**src/rtl/pipe_hazard_ctrl_if.sv**
```systemverilog
// pipe_hazard_ctrl_if: hazard sources in, per-stage stall/flush controls and perf counts out.
interface pipe_hazard_ctrl_if;
    logic        icache_stall;
    logic        dcache_stall;
    logic [4:0]  id_rs;
    logic [4:0]  id_rt;
    logic        id_uses_rt;
    logic        id_branch_taken;
    logic        ex_mem_read;
    logic [4:0]  ex_rt;
    logic        ex_mdu_start;
    logic        pc_stall;
    logic        fd_stall;
    logic        fd_flush;
    logic        de_stall;
    logic        de_flush;
    logic        em_stall;
    logic        em_flush;
    logic        mw_stall;
    logic        mdu_busy;
    logic        mdu_done;
    logic [31:0] perf_stall_cnt;
    logic [31:0] perf_flush_cnt;

    modport master (
        output icache_stall, dcache_stall, id_rs, id_rt, id_uses_rt, id_branch_taken,
               ex_mem_read, ex_rt, ex_mdu_start,
        input  pc_stall, fd_stall, fd_flush, de_stall, de_flush, em_stall, em_flush,
               mw_stall, mdu_busy, mdu_done, perf_stall_cnt, perf_flush_cnt
    );

    modport slave (
        input  icache_stall, dcache_stall, id_rs, id_rt, id_uses_rt, id_branch_taken,
               ex_mem_read, ex_rt, ex_mdu_start,
        output pc_stall, fd_stall, fd_flush, de_stall, de_flush, em_stall, em_flush,
               mw_stall, mdu_busy, mdu_done, perf_stall_cnt, perf_flush_cnt
    );
endinterface

```
**src/rtl/pipe_hazard_ctrl.sv**
```systemverilog
// pipe_hazard_ctrl: 5-stage pipeline sequencer (cache stall > MDU > load-use > branch flush).
// Define HAZ_PERF_CNT_EN to build the stall/flush performance counters.
module pipe_hazard_ctrl #(
    parameter int MDU_CYCLES = 4,
    parameter int CNT_W      = 4
) (
    input logic               clk,
    input logic               rst,
    pipe_hazard_ctrl_if.slave bus
);
    localparam logic [0:0]       RUN      = 1'b0;
    localparam logic [0:0]       MDU_BUSY = 1'b1;
    localparam logic [CNT_W-1:0] MDU_LOAD = CNT_W'(MDU_CYCLES >= 2 ? MDU_CYCLES - 2 : 0);

    logic [0:0]       state;
    logic [CNT_W-1:0] mdu_cnt;
    logic             cache, mdu_start, mdu_hold, mdu_fin, load_use, front_stall, br_flush;

    always_comb begin
        cache       = bus.icache_stall | bus.dcache_stall;
        mdu_start   = state == RUN && bus.ex_mdu_start;
        mdu_hold    = !cache && ((mdu_start && MDU_CYCLES >= 2) || (state == MDU_BUSY && mdu_cnt != '0));
        mdu_fin     = !cache && ((mdu_start && MDU_CYCLES == 1) || (state == MDU_BUSY && mdu_cnt == '0));
        load_use    = !cache && state == RUN && !bus.ex_mdu_start && bus.ex_mem_read && bus.ex_rt != 5'd0 &&
                      (bus.ex_rt == bus.id_rs || (bus.id_uses_rt && bus.ex_rt == bus.id_rt));
        front_stall = cache | mdu_hold | load_use;
        br_flush    = bus.id_branch_taken && !front_stall;
    end

    // Every control is masked while reset is held, independent of the state flops.
    assign bus.pc_stall = !rst && front_stall;
    assign bus.fd_stall = !rst && front_stall;
    assign bus.fd_flush = !rst && br_flush;
    assign bus.de_stall = !rst && (cache | mdu_hold);
    assign bus.de_flush = !rst && load_use;
    assign bus.em_stall = !rst && cache;
    assign bus.em_flush = !rst && mdu_hold;
    assign bus.mw_stall = !rst && cache;
    assign bus.mdu_busy = !rst && state == MDU_BUSY;
    assign bus.mdu_done = !rst && mdu_fin;

    always_ff @(posedge clk or posedge rst) begin
        if (rst) begin
            state   <= RUN;
            mdu_cnt <= '0;
        end else if (!cache) begin
            if (mdu_start && MDU_CYCLES >= 2) begin
                state   <= MDU_BUSY;
                mdu_cnt <= MDU_LOAD;
            end else if (state == MDU_BUSY) begin
                state   <= mdu_cnt != '0 ? MDU_BUSY : RUN;
                mdu_cnt <= mdu_cnt != '0 ? mdu_cnt - CNT_W'(1) : mdu_cnt;
            end
        end
    end

`ifdef HAZ_PERF_CNT_EN
    logic [31:0] stall_cnt, flush_cnt;

    always_ff @(posedge clk or posedge rst) begin
        if (rst) begin
            stall_cnt <= '0;
            flush_cnt <= '0;
        end else begin
            stall_cnt <= stall_cnt + 32'(front_stall);
            flush_cnt <= flush_cnt + 32'(br_flush);
        end
    end

    assign bus.perf_stall_cnt = stall_cnt;
    assign bus.perf_flush_cnt = flush_cnt;
`else
    assign bus.perf_stall_cnt = 32'h0;
    assign bus.perf_flush_cnt = 32'h0;
`endif
endmodule

```
**src/flat_wrapper.sv**
```systemverilog
// flat-port wrapper written by rule: the top's interface ports become plain ports
module pipe_hazard_ctrl_flat 
#(
    parameter int MDU_CYCLES = 4,
    parameter int CNT_W      = 4
)
  (clk, rst, bus_icache_stall, bus_dcache_stall, bus_id_rs, bus_id_rt, bus_id_uses_rt, bus_id_branch_taken, bus_ex_mem_read, bus_ex_rt, bus_ex_mdu_start, bus_pc_stall, bus_fd_stall, bus_fd_flush, bus_de_stall, bus_de_flush, bus_em_stall, bus_em_flush, bus_mw_stall, bus_mdu_busy, bus_mdu_done, bus_perf_stall_cnt, bus_perf_flush_cnt);
  pipe_hazard_ctrl_if bus_i ();
  input logic clk;
  input logic rst;
  input wire logic [$bits(bus_i.icache_stall)-1:0] bus_icache_stall;
  input wire logic [$bits(bus_i.dcache_stall)-1:0] bus_dcache_stall;
  input wire logic [$bits(bus_i.id_rs)-1:0] bus_id_rs;
  input wire logic [$bits(bus_i.id_rt)-1:0] bus_id_rt;
  input wire logic [$bits(bus_i.id_uses_rt)-1:0] bus_id_uses_rt;
  input wire logic [$bits(bus_i.id_branch_taken)-1:0] bus_id_branch_taken;
  input wire logic [$bits(bus_i.ex_mem_read)-1:0] bus_ex_mem_read;
  input wire logic [$bits(bus_i.ex_rt)-1:0] bus_ex_rt;
  input wire logic [$bits(bus_i.ex_mdu_start)-1:0] bus_ex_mdu_start;
  output wire logic [$bits(bus_i.pc_stall)-1:0] bus_pc_stall;
  output wire logic [$bits(bus_i.fd_stall)-1:0] bus_fd_stall;
  output wire logic [$bits(bus_i.fd_flush)-1:0] bus_fd_flush;
  output wire logic [$bits(bus_i.de_stall)-1:0] bus_de_stall;
  output wire logic [$bits(bus_i.de_flush)-1:0] bus_de_flush;
  output wire logic [$bits(bus_i.em_stall)-1:0] bus_em_stall;
  output wire logic [$bits(bus_i.em_flush)-1:0] bus_em_flush;
  output wire logic [$bits(bus_i.mw_stall)-1:0] bus_mw_stall;
  output wire logic [$bits(bus_i.mdu_busy)-1:0] bus_mdu_busy;
  output wire logic [$bits(bus_i.mdu_done)-1:0] bus_mdu_done;
  output wire logic [$bits(bus_i.perf_stall_cnt)-1:0] bus_perf_stall_cnt;
  output wire logic [$bits(bus_i.perf_flush_cnt)-1:0] bus_perf_flush_cnt;
  assign bus_i.icache_stall = bus_icache_stall;
  assign bus_i.dcache_stall = bus_dcache_stall;
  assign bus_i.id_rs = bus_id_rs;
  assign bus_i.id_rt = bus_id_rt;
  assign bus_i.id_uses_rt = bus_id_uses_rt;
  assign bus_i.id_branch_taken = bus_id_branch_taken;
  assign bus_i.ex_mem_read = bus_ex_mem_read;
  assign bus_i.ex_rt = bus_ex_rt;
  assign bus_i.ex_mdu_start = bus_ex_mdu_start;
  assign bus_pc_stall = bus_i.pc_stall;
  assign bus_fd_stall = bus_i.fd_stall;
  assign bus_fd_flush = bus_i.fd_flush;
  assign bus_de_stall = bus_i.de_stall;
  assign bus_de_flush = bus_i.de_flush;
  assign bus_em_stall = bus_i.em_stall;
  assign bus_em_flush = bus_i.em_flush;
  assign bus_mw_stall = bus_i.mw_stall;
  assign bus_mdu_busy = bus_i.mdu_busy;
  assign bus_mdu_done = bus_i.mdu_done;
  assign bus_perf_stall_cnt = bus_i.perf_stall_cnt;
  assign bus_perf_flush_cnt = bus_i.perf_flush_cnt;
  pipe_hazard_ctrl #(.MDU_CYCLES(MDU_CYCLES), .CNT_W(CNT_W)) u_core (.clk(clk), .rst(rst), .bus(bus_i));
endmodule
```
**config.mk**
```make
export PLATFORM = sky130hd
export DESIGN_NAME = pipe_hazard_ctrl_flat
export DESIGN_NICKNAME = d
export VERILOG_FILES = /design/src/rtl/pipe_hazard_ctrl_if.sv /design/src/rtl/pipe_hazard_ctrl.sv /design/src/flat_wrapper.sv
export SDC_FILE = /design/constraint.sdc
export NUM_CORES = 1
export LEC_CHECK = 0
export BUFFER_PORTS_ARGS = -buffer_cell sky130_fd_sc_hd__buf_2
export CORE_AREA = 2 2 65 49
export CTS_BUF_LIST = sky130_fd_sc_hd__clkbuf_8
export DETAILED_ROUTE_END_ITERATION = 12
export DIE_AREA = 0 0 67 51
export PLACE_DENSITY = 0.85
export SETUP_SLACK_MARGIN = 0.2
export SKIP_CTS_REPAIR_TIMING = 1
export SLEW_MARGIN = 25
export SYNTH_ARGS = -nofsm -noshare
export SYNTH_HDL_FRONTEND = slang
export SYNTH_SLANG_ARGS = --single-unit
```
**constraint.sdc**
```tcl
create_clock -name clk -period 2.1 [get_ports clk]
set_input_delay 0.42 -clock clk [delete_from_list [all_inputs] [get_ports clk]]
set_output_delay 0.42 -clock clk [all_outputs]
set_load 0.01 [all_outputs]
```
==> flow_summary.yaml, run 1 <==
run_status:
  status: "completed"
synth:
  yosys_warnings: 0
  syn_avg_cell_area_sq_um: 7.99
  yosys.cell_types.count: 31
  ys_seq_area_share_pct: 12.4
  synth_flop_cell: "dfrtp_1"
  async_flop_share_pct: 100
  syn_inst: 126
  netlist_area_sq_um: 1010
  synth_edf_count: 0
  ys_seq_elements: 5
finish:
  layout.cells.non_filler: 206
  final_core_util_pct: 40.6
  mostFrequentLayoutCells: "conb_1, buf_2, buf_4"
  design_area_sq_um: 1170
  fin_nets: 194
  drive_above_1_share_pct: 34.5
  final_common_cell: "conb_1"
  syn_to_final_growth_pct: 16.6
  diodes: 0
die:
  coreArea_sq_um: 2890
  ioPinCount: 97
  die_x_microns: 67
  rows: 17
  dieHeight_microns: 51
  start_util_pct: 34.8
  dieArea_sq_um: 3420
pwr:
  intPower_mw: 0.377
  leakage_nw: 0.659
  seqPwrFrac_pct: 23.2
  p_switching_mw: 0.232
  finalPower_mw: 0.608
  clkPwrFrac_pct: 28.5
  peakVddDrop_v: 0.000194
  p_comb_share_pct: 48.3
  power.density_nw_per_um2: 518
  sw_frac_of_total_pct: 38.1
hold_path:
  min_path_type: "in -> async"
critical_path:
  worst_ep_arrival_time_ns: 1.67
  cp_slowest_stage_delay_ns: 0.53
  worst-path-stages: 6
  crit_path_start: "bus_ex_rt[4]"
  r2r-start: "u_core.mdu_cnt[1]$_DFFE_PP0P_"
  path_buf_inv: 2
  path_cells: "buf_8 > or4_4 > o2111ai_4 > nand2b_4 > o21bai_4 > buf_6"
  cp_max_fo: 3
  start_kind: "primary input"
  worstSetupEndpointType: "output port"
  reg2regPathDepth: 7
  cp_top_family: "simple AND/OR/NAND/NOR gates"
  path_class: "in -> out"
  slowest_stage: "or4_4"
  worstPathRequired_ns: 1.68
route:
  drtAntennaViolNets: 0
  vias: 761
  route.detailed.drc: 0
  drtPass1Iterations: 4
  drt-total-wl_microns: 1910
  drt-initial-drc-count: 15
  wire_per_inst_microns: 9.26
  viasPerCell: 3.69
timing:
  maxSlewViolCount: 0
  finalHoldViolations: 0
  period_minus_slack_ns: 2.09
  fmax_mhz: 479
  worst_slack_ns: 0.0116
  slew_headroom_pct: 65.4
  setup_viol: 0
  worst_slew_pin_slew_ns: 0.514
  whs_ns: 0.193
  tns_ns: 0
  skew_ns: 0.00108
  layout_worst_path_cycle_share_pct: 99.4
  grt_setup_unrepaired: "true"
clocking:
  numCtsBuffers: 3
  clkTransAtPathRegs_ns: 0.04
  clk_latency_ns: 0.22
  clock-sinks: 5
  root_buffer: "clkbuf_8"
  cts_tree: "yes"
  clk_path_buf_depth: 2
  h-tree-depth: 1
global_routing:
  antenna_found_initial: 0
  grt_max_degree: 12
  overflow: 0
  grt_pass1_vias: 594
  grt_pass1_wl_microns: 2570
  track_usage_pct: 10.0
placed_design:
  place_hpwl_microns: 1480
  port_buffers: 32
  globalplace.congestion: 0.780
  pre_cts_ws_ns: 0.0339
  placed_area_sq_um: 981
  dpl.cell_count: 194
flow_run:
  max-cap-violations: 0
==> final timing paths <==
path,end,slack (ns)
min in group clk,u_core.state$_DFFE_PP0N_,0.54
worst max register to register,u_core.mdu_cnt[2]$_DFFE_PP0P_,0.54
worst max-delay path,bus_pc_stall,0.01
max in group asynchronous,u_core.state$_DFFE_PP0N_,1.69
worst min-delay path,u_core.mdu_cnt[2]$_DFFE_PP0P_,0.19
worst min register to register,u_core.mdu_cnt[3]$_DFFE_PP0P_,0.63
==> routing by layer <==
| metal | vias to the layer above | track usage [%] | routed length, microns |
|---|---|---|---|
| li1 | 370 | - | - |
| met1 | 355 | 13.4 | 802 |
| met2 | 32 | 15.2 | 963 |
| met3 | 4 | 1.32 | 105 |
| met4 | 0 | 6.12 | 36 |
| met5 | - | 0 | 0 |
==> cell families after synthesis <==
kind of cell               share of synthesized area (%)
buffers and inverters                               51.1
xor gates and xnor gates                            8.70
DFF                                                 12.4
and+or+nand+nor                                     11.4
other                                              0.372
adders and majority gates                           2.48
AOI/OAI and AO/OA                                   13.5
==> area by class of cell <==
type | count | area (sq um)
fill | 295 | 1720
multi-input combinational | 113 | 678
timing repair buffer | 42 | 264
sequential | 5 | 125
tap | 38 | 47.5
clock buffer | 3 | 41.3
inverter | 4 | 15.0
clock inverter | 1 | 3.75
==> state kept, by name, indices dropped and copies added (netlist names) <==
signal and count:
u_core.state 1, u_core.mdu_cnt 4
==> power by group through the flow <==
stage                     registers [mW]  logic, mW  clock network [mW]
after detailed placement           0.140      0.213                   0
after CTS                          0.139      0.214               0.176
after floorplan                    0.137      0.240                   0
after global routing               0.142      0.332               0.187
after global placement             0.140      0.207                   0
final                              0.141      0.294               0.174
==> synthesized netlist by cell type (2+ instances only) <==
library cell / number / area [sq um]
inv_1: 4 / 15.0
nor2_1: 4 / 15.0
buf_4: 66 / 495
a22o_1: 3 / 26.3
nor2b_1: 2 / 12.5
xor2_1: 9 / 78.8
a21oi_1: 2 / 10.0
o21ai_0: 3 / 15.0
nor3_1: 3 / 15.0
ha_1: 2 / 25.0
nand2b_1: 4 / 25.0
dfrtp_1: 5 / 125
Power figures use the tool's default switching activity.
==> run 2: changes to the inputs <==
--- a/config.mk
+++ b/config.mk
@@ -13,2 +13,3 @@
 export PLACE_DENSITY = 0.85
+export RECOVER_POWER = 25
 export SETUP_SLACK_MARGIN = 0.2
==> constraint.sdc (replaced) <==
create_clock -name clk -period 2.1 [get_ports clk]
set_input_delay 0.105 -clock clk [delete_from_list [all_inputs] [get_ports clk]]
set_output_delay 0.105 -clock clk [all_outputs]
set_load 0.01 [all_outputs]
==> run 2 against run 1 <==
Die area is the same. Maximum frequency is 14% higher. Clock-buffer cell count unchanged. Critical path depth grew 1. Power decreased by 1.8%. Highest routed layer unchanged.
==> flow_summary.yaml, run 2 (synthesis gave the netlist of run 1 again) <==
critical_path:
  rrSetupSlack_ns: 0.54
  reg2regPathDepth: 6
  path_cells: "inv_2 > ha_4 > nor3b_4 > a21o_1 > a21oi_2 > o21bai_4 > buf_2"
  path_class: "reg -> out"
  cp_slowest_stage_delay_ns: 0.42
  cp_top_family: "compound AO/OA/AOI/OAI gates"
  worstSetupEndpointType: "output port"
  crit_path_start: "u_core.mdu_cnt[0]$_DFFE_PP0P_"
  start_kind: "register"
  worst_ep_arrival_time_ns: 1.73
  r2r-end: "u_core.mdu_cnt[0]$_DFFE_PP0P_"
  slowest_stage: "dfrtp_2"
  path_buf_inv: 2
  worstPathRequired_ns: 2.00
  r2r-start: "u_core.mdu_cnt[0]$_DFFE_PP0P_"
  cp_max_fo: 6
timing:
  slew_headroom_pct: 64.7
  skew_ns: 0.00420
  tns_ns: 0
  layout_worst_path_cycle_share_pct: 87.6
  fmax_mhz: 543
  finalHoldViolations: 0
  maxSlewViolCount: 0
  setup_viol: 0
  grt_setup_unrepaired: "true"
  worst_slew_pin_slew_ns: 0.524
  period_minus_slack_ns: 1.84
global_routing:
  grt_pass1_vias: 583
  antenna_found_initial: 0
  track_usage_pct: 10.0
  grt_pass1_wl_microns: 2590
  overflow: 0
  grt_max_degree: 12
clocking:
  numCtsBuffers: 3
  clock-sinks: 5
  clkTransAtPathRegs_ns: 0.04
  clk_latency_ns: 0.22
  cts_tree: "yes"
  h-tree-depth: 1
  clk_path_buf_depth: 2
  root_buffer: "clkbuf_8"
finish:
  mostFrequentLayoutCells: "conb_1, buf_2, xor2_1"
  largest-register: "u_core.mdu_cnt"
  diodes: 0
  drive_above_1_share_pct: 29.3
  final_common_cell: "conb_1"
  largest_registers: "u_core.mdu_cnt x4, u_core.state x1"
  syn_to_final_growth_pct: 7.08
  fin_nets: 190
  largest_reg_flops: 4
pwr:
  power.density_nw_per_um2: 554
  peakVddDrop_v: 0.000247
  leakage_nw: 0.611
  finalPower_mw: 0.597
die:
  die_x_microns: 67
  ioPinCount: 97
  dieArea_sq_um: 3420
  start_util_pct: 34.8
  dieHeight_microns: 51
  coreArea_sq_um: 2890
  rows: 17
route:
  drtAntennaViolNets: 0
  viasPerCell: 3.82
  wire_per_inst_microns: 9.38
  drt-initial-drc-count: 16
  vias: 771
  drt-total-wl_microns: 1890
  route.detailed.drc: 0
  drtPass1Iterations: 4
hold_path:
  holdPathStages: 3
  min_path_type: "in -> reg"
  min_to: "u_core.state$_DFFE_PP0N_"
  holdCritStartpoint: "bus_ex_mdu_start"
flow_run:
  max-cap-violations: 0
placed_design:
  globalplace.congestion: 0.764
  place_hpwl_microns: 1520
  port_buffers: 32
run_status:
  status: "completed"
-- run 2: through the flow --
stage                     hold WS [ns]  cells  worst slack, ns  util, %  area [sq um]
after floorplan                 -0.108    189            0.343        -          1240
after global placement          0.0750    193            0.492     33.2           960
after detailed placement        0.0812    193            0.394     33.2           960
after CTS                       -0.157    197            0.151     34.7          1000
after global routing             0.214    202            0.154     37.3          1080
final                            0.200    202            0.260     37.3          1080
-- run 2: power by group --
group	internal, mW	leakage (nW)	switching, mW	total (mW)
registers	0.118	0.0487	0.0274	0.146
logic	0.123	0.535	0.154	0.277
clock network	0.126	0.0269	0.0494	0.175
-- run 2: area by class of cell --
| type | count | area [sq um] |
|---|---|---|
| Clock buffer | 3 | 41.3 |
| Clock inverter | 1 | 3.75 |
| Fill cell | 316 | 1810 |
| Inverter | 4 | 15.0 |
| Multi-Input combinational cell | 113 | 638 |
| Sequential cell | 5 | 126 |
| Tap cell | 38 | 47.5 |
| Timing Repair Buffer | 38 | 206 |
-- run 2: worst min-delay path, cell delays in order --
cell and delay (ns):
buf_2 0.11, a21oi_1 0.12, a31oi_1 0.05
-- run 2: worst max path at each step --
stage,depth (start not counted),to,slack [ns]
2_1_floorplan,7,bus_pc_stall,0.34
3_3_place_gp,7,bus_pc_stall,0.49
3_5_place_dp,7,bus_pc_stall,0.39
4_1_cts,7,bus_pc_stall,0.15
5_1_grt,7,bus_pc_stall,0.15
6_report,7,bus_pc_stall,0.26
-- run 2: per-layer routing --
| metal | up-vias | global-route usage, % | routed length (microns) |
|---|---|---|---|
| met5 | - | 0 | 0 |
| met4 | 0 | 2.04 | 46 |
| met3 | 6 | 3.30 | 126 |
| met2 | 42 | 17.5 | 944 |
| met1 | 359 | 11.9 | 777 |
| li1 | 364 | - | - |
